$ cat src/rtl/icache_direct.sv
// Purpose : direct-mapped, one-word-per-frame instruction cache between fetch and the memory controller.
// Latency : a hit returns data in the request cycle; a miss takes controller wait cycles + 2.
// Backpres: ihit low stalls fetch; a fill holds iREN/iaddr steady while the controller drives iwait high.
module icache_direct #(
    parameter int NFRAMES = 16
) (
    input  logic        CLK,
    input  logic        nRST,
    input  logic        imemREN,
    input  logic [31:0] imemaddr,
    output logic        ihit,
    output logic [31:0] imemload,
    output logic        iREN,
    output logic [31:0] iaddr,
    input  logic        iwait,
    input  logic [31:0] iload,
    input  logic        flush
);
    localparam int IDXW = $clog2(NFRAMES);
    localparam int TAGW = 30 - IDXW;

    typedef enum logic {IDLE = 1'b0, FILL = 1'b1} state_t;

    state_t            r_state;
    logic [29:0]       r_miss_waddr;
    logic [NFRAMES-1:0] r_valid;
    logic [TAGW-1:0]   r_tag  [NFRAMES];
    logic [31:0]       r_data [NFRAMES];

    logic [IDXW-1:0]   w_idx;
    logic [TAGW-1:0]   w_tag;
    logic [IDXW-1:0]   w_miss_idx;
    logic [TAGW-1:0]   w_miss_tag;
    logic              w_lookup;
    logic              w_hit;
    logic              w_unused_byte_offset;

    // Byte offset inside the word carries no information for a word cache.
    assign w_unused_byte_offset = ^imemaddr[1:0];

    assign w_idx      = imemaddr[IDXW+1:2];
    assign w_tag      = imemaddr[31:IDXW+2];
    assign w_miss_idx = r_miss_waddr[IDXW-1:0];
    assign w_miss_tag = r_miss_waddr[29:IDXW];

    // Tag compare against the frame selected by the live request address.
    assign w_lookup = r_valid[w_idx] && (r_tag[w_idx] == w_tag);

    // Hits are served only from IDLE, and a flush cycle never reports a hit.
    assign w_hit    = (r_state == IDLE) && imemREN && w_lookup && !flush;
    assign ihit     = w_hit;
    assign imemload = w_hit ? r_data[w_idx] : 32'h0;

    // Controller request is a pure decode of the state register: no path from iwait/iload.
    assign iREN  = (r_state == FILL);
    assign iaddr = (r_state == FILL) ? {r_miss_waddr, 2'b00} : 32'h0;

    // FSM, miss-address latch and frame array; flush outranks both miss detection and fill write.
    always_ff @(posedge CLK or negedge nRST) begin
        if (!nRST) begin
            r_state      <= IDLE;
            r_miss_waddr <= '0;
            r_valid      <= '0;
            for (int i = 0; i < NFRAMES; i++) begin
                r_tag[i]  <= '0;
                r_data[i] <= '0;
            end
        end else if (flush) begin
            r_valid <= '0;
            r_state <= IDLE;
        end else begin
            case (r_state)
                IDLE: begin
                    if (imemREN && !w_lookup) begin
                        r_miss_waddr <= imemaddr[31:2];
                        r_state      <= FILL;
                    end
                end
                FILL: begin
                    if (!iwait) begin
                        r_valid[w_miss_idx] <= 1'b1;
                        r_tag[w_miss_idx]   <= w_miss_tag;
                        r_data[w_miss_idx]  <= iload;
                        r_state             <= IDLE;
                    end
                end
                default: r_state <= IDLE;
            endcase
        end
    end
endmodule

$ cat config.mk
export PLATFORM = sky130hd
export DESIGN_NAME = icache_direct
export DESIGN_NICKNAME = d
export VERILOG_FILES = /design/src/rtl/icache_direct.sv
export SDC_FILE = /design/constraint.sdc
export NUM_CORES = 1
export LEC_CHECK = 0
export CORE_ASPECT_RATIO = 0.8
export CORE_UTILIZATION = 40
export CTS_CLUSTER_SIZE = 8
export DETAILED_ROUTE_END_ITERATION = 7
export PLACE_DENSITY = 0.58
export RECOVER_POWER = 25
export REMOVE_ABC_BUFFERS = 1
export SLEW_MARGIN = 20
export SYNTH_ARGS = -nofsm -noshare
export SYNTH_HDL_FRONTEND = slang
export SYNTH_SLANG_ARGS = --single-unit
$ cat constraint.sdc
create_clock -name CLK -period 8.98 [get_ports CLK]
set_clock_uncertainty 0.2 [all_clocks]
set_input_delay 1.796 -clock CLK [delete_from_list [all_inputs] [get_ports CLK]]
set_output_delay 1.796 -clock CLK [all_outputs]
set_load 0.05 [all_outputs]
# After elaboration in Yosys (flattened, before gate mapping)
# Index checks and enable logic that the tools add are counted.
# word_totals
register_bits	975
input_bits	69
output_inout_bits	66
word_cells	87
# op_classes
magnitude_cmp	6
eq_ne	2
n_mux	25
bitwise	6
reduce_logical	13
# ops
operator	n
512-bit bitwise mux	1
416-bit bitwise mux	1
32-bit 2-to-1 mux	5
32-bit binary-select mux with 4-bit select	1
32-bit demux with 4-bit select	1
26-bit binary-select mux with 4-bit select	1
26-bit demux with 4-bit select	1
26-bit 2-to-1 mux	3
16-bit 2-to-1 mux	3
26-bit equality test	1
16-bit bitwise OR	1
5-bit greater-or-equal comparator (second input constant)	2
4-bit by 5-bit less-than comparator with 1-bit output (second input constant)	2
4-bit inverter with 5-bit output	2
1-bit logical AND	7
3-bit AND reduction	2
5-bit by 1-bit less-than comparator with 1-bit output (second input constant)	1
1-bit 2-to-1 mux	5
1-bit binary-select mux with 4-bit select	1
1-bit demux with 4-bit select	1
4-bit by 1-bit greater-or-equal comparator with 1-bit output (second input constant)	1
1-bit inverter	3
1-bit zero test	2
2-bit by 1-bit != test with 1-bit output (second input constant)	1
other kinds (3)	3

# Logic depth before layout (Yosys ltp)
# logic_depth
ltp_word	11
ltp_mapped	13
mapped_depth_nobuf	8

# Least setup slack after synthesis
# No wires, ideal clock.
# synth_timing
path_type	input to output
from	input imemaddr[4]
to	output imemload[10]
arrival_ps	4765
t_required_ps	6984
slack_ps	2219
cell_stages	13
n_path_buf	5
cell_sequence	buf_6 > buf_8 > buf_6 > buf_2 > mux4_2 > a222oi_1 > nand2_1 > xnor2_1 > nand4_1 > nor4_2 > nand4_1 > clkbuf_1 > nor2b_1
# synth_via
elab_chain_cells	9
word_cells_on_any_way	14
classes_between	eq/ne: 1; mux: 9; bitwise: 1; reduce/logical: 3
# synth_lines
item	line_no	rtl
from (decl)	10	input logic [31:0] imemaddr,
4-bit inverter with 5-bit output (not written as such)	47, 52	
26-bit binary-select mux with 4-bit select	47	assign w_lookup = r_valid[w_idx] && (r_tag[w_idx] == w_tag);
26-bit 2-to-1 mux (not written as such) (2 in series)	47	
26-bit equality test	47	
1-bit logical AND	47	
1-bit logical AND (2 in series)	50	assign w_hit = (r_state == IDLE) && imemREN && w_lookup && !flush;
32-bit 2-to-1 mux *	52	assign imemload = w_hit ? r_data[w_idx] : 32'h0;
to (decl)	12	output logic [31:0] imemload,
# Mark *: on every way between the ends. The rest lies on a longest branch, timed or not. The select of a mux whose other input is x is not followed.

# Final worst setup path
# layout_timing
from	input imemaddr[4]
to	output imemload[28]
# Same word-level chain as after synthesis.

==> flow_metrics.tcl <==
set metrics [dict create \
    critPathMaxStageDelay_ps 710 \
    critPathLaunchType "input port" \
    failed_checks "max-capacitance violations, max-slew violations" \
    ys_seq_area_share_pct 54.79 \
    gp_congestion 0.7719 \
    grt_start_max_net_pins 193 \
    std_cell_rows 109 \
    fp.dieW_um 375.0 \
    crit_slowest_cell "buf_4" \
    setup_ws_ps 985.9 \
    clock_pin_slew_of_the_registers_on_the_worst_case_setup_and_hold_paths_ps 40 \
    tritoncts_num_sinks 975 \
    p_leak_nw 23.89 \
    tritoncts "done" \
    number_of_buffers_created_by_cts 139 \
    cap_violations 2 \
    synth.ff_latch_count 975 \
    crit_chain "buf_8 > buf_4 > mux4_2 > xnor2_1 > mux2i_1 > nor3_1 > o2111ai_1 > nor4_2 > nand4_1 > buf_4 > nor2b_1 > buf_12" \
    power.ir.vdd_worst_uv 120.7 \
    postRouteWirelength_um 117700 \
    synth_warnings 0 \
    least_margin_pin_slew_ps 5401 \
    fin_crit_ps 7994 \
    drive_above_1_share_pct 51.45 \
    area_growth_syn_to_layout_pct 14.25 \
    required_ps 6980 \
    power_density_cells_mw_per_mm2 237.8 \
    fp.coreArea_mm2 0.1105 \
    part_of_the_cycle_the_worst_path_needs_pct 89.02 \
    worstPathMaxFanout 86 \
    path_delay_family "buffers and inverters" \
    layout.cells.most_common_list "975 x dfrtp_1, 932 x mux2_2, 253 x mux4_2" \
    route.detailed.drc 0 \
    hold_viol_final 0 \
    htreeDepth 4 \
    setup.worst_path.class "input port to output pin" \
    synthesized_area_mm2 0.04453 \
    final-setup-viol-count 0 \
    critical_path.endpoint_type "output pin" \
    antenna_found_initial 6 \
    slew_violations 220 \
    buffer_ports.inserted 130 \
    num-nets-final 2922 \
    place_hpwl_um 64880 \
    resized_after_cts 0 \
    hold_class "register to register" \
    via_count_of_the_first_global_routing_pass 27680 \
    timing.setup.tns_ps 0 \
    fp.dieH_um 300.4 \
    avg_synthesized_cell_area_um2 16.06 \
    count_of_tritonroute_iterations_in_the_first_routing_pass 5 \
    postSynthCellCount 2773 \
    top_level_ports 135 \
    most_common_cell_type_on_the_critical_path "buf_4" \
    ant_nets 0 \
    grt_first_pass_wirelength_um 179900 \
    achievable-frequency_ghz 0.1251 \
    grt.total_usage_pct 21.52 \
    floorplan.die_area_mm2 0.1127 \
    timing.slew.headroom_pct -260.0 \
    root_buffer "clkbuf_16" \
    path_buf_inv 4 \
    postcts_setup_bufs 0 \
    cts-root-to-sink-buffers 3 \
    worst_ep_arrival_time_ps 6000 \
    clock_latency_ps 740 \
    start_util_pct 40.31 \
    wl_per_cell_um 27.32 \
    holdBufCountCts 0 \
    grt_setup_unrepaired "no" \
    library_cells_used_by_synthesis 47 \
    detail_route.vias_per_cell 5.786 \
    drt_iter0_drc 1706 \
    routed-via-count 24920 \
    outcome "complete, but fails checks" \
    final_common_cell "dfrtp_1" \
    pre_cts_ws_ps 902.0 \
    grt_remaining_overflow 0 \
]
[cell usage after synthesis (all sizes together)]
cell / number / share of area (%)
a211o: 3 / 0.059
a211oi: 3 / 0.051
a21oi: 13 / 0.15
a221oi: 1 / 0.020
a222oi: 2 / 0.045
a22o: 2 / 0.039
a22oi: 7 / 0.12
a311o: 1 / 0.022
a31oi: 1 / 0.028
and2: 34 / 0.48
and2b: 3 / 0.051
and3: 10 / 0.14
buf: 110 / 1.3
clkbuf: 135 / 1.1
conb: 1 / 0.0084
dfrtp: 975 / 55
inv: 13 / 0.11
mux2: 959 / 24
mux2i: 53 / 1.2
mux4: 260 / 13
nand2: 18 / 0.15
nand2b: 6 / 0.084
nand3: 8 / 0.090
nand3b: 1 / 0.017
nand4: 6 / 0.084
nand4b: 1 / 0.020
nor2: 31 / 0.26
nor2b: 40 / 0.56
nor3: 5 / 0.056
nor3b: 1 / 0.017
nor4: 16 / 0.27
o2111ai: 1 / 0.020
o211ai: 4 / 0.067
o21ai: 6 / 0.067
o21bai: 1 / 0.017
o2bb2ai: 1 / 0.020
o31ai: 1 / 0.017
xnor2: 28 / 0.55
xor2: 12 / 0.24
[stage by stage]
stage	hold WS [ps]	power (mW)	cells	cell area, um2	util, %
finish	292.7	12.10	4307	50880	46.06
global route	304.0	12.66	4306	50880	46.05
CTS	296.6	12.24	4305	50870	46.05
detailed placement	286.4	7.541	4154	47180	42.71
global placement	274.1	7.372	4154	47180	42.71
floorplan	260.8	6.843	2529	43460	-
[routing by layer]
layer / global-route usage [%] / up-vias / routed length, um
met5: 0 / - / 63
met4: 6.587 / 10 / 2407
met3: 3.690 / 195 / 4824
met2: 33.92 / 535 / 55780
met1: 30.57 / 13800 / 54610
li1: - / 10380 / -
[where the power goes]
group	switching, mW	internal, mW	leakage (nW)
Clock	1.83	2.80	1.82
Combinational	0.685	1.09	8.83
Sequential	0.498	5.19	13.2
[tightest hold or removal path, cell delays in order (launching register included)]
cell	delay, ps
dfrtp_1	340
nor2_1	50
nor2_1	70
[state kept, by name (all words and copies together), names as in the netlist]
signal / cells
iREN: 1
r_valid: 16
r_data: 512
r_miss_waddr: 30
r_tag: 416
[kinds of logic (layout without fill, tap and decap cells)]
family,count (synthesis),count (layout),synth area share [%]
AO/OA/AOI/OAI,47,47,0.7362
multiplexers,1272,1272,38.88
other,1,3,0.008421
buffers and inverters,258,347,2.523
flip-flops,975,975,54.79
XOR/XNOR,40,40,0.7867
AND/OR/NAND/NOR,180,180,2.279
[final timing paths]
check / start / end / slack, ps / cells after the start
setup reg to reg: iREN / r_tag[12] / 4620 / 7
min in group asynchronous: nRST / r_tag[170] / 2820 / 1
hold reg to reg: r_valid[8] / r_valid[8] / 290 / 2
hold / removal: r_valid[8] / r_valid[8] / 290 / 2
setup / recovery: imemaddr[4] / imemload[28] / 990 / 12
max in group asynchronous: nRST / r_tag[110] / 1740 / 2
[layout make-up]
type	instances	area [um2]
sequential	975	24400
clock inverter	6	82.58
clock buffer	145	3607
timing repair buffer	183	1774
multi-input combinational	1541	19160
tap	1443	1805
antenna	1	2.502
fill	9421	59590
inverter	13	51.30
(Power assumes the default switching activity.)
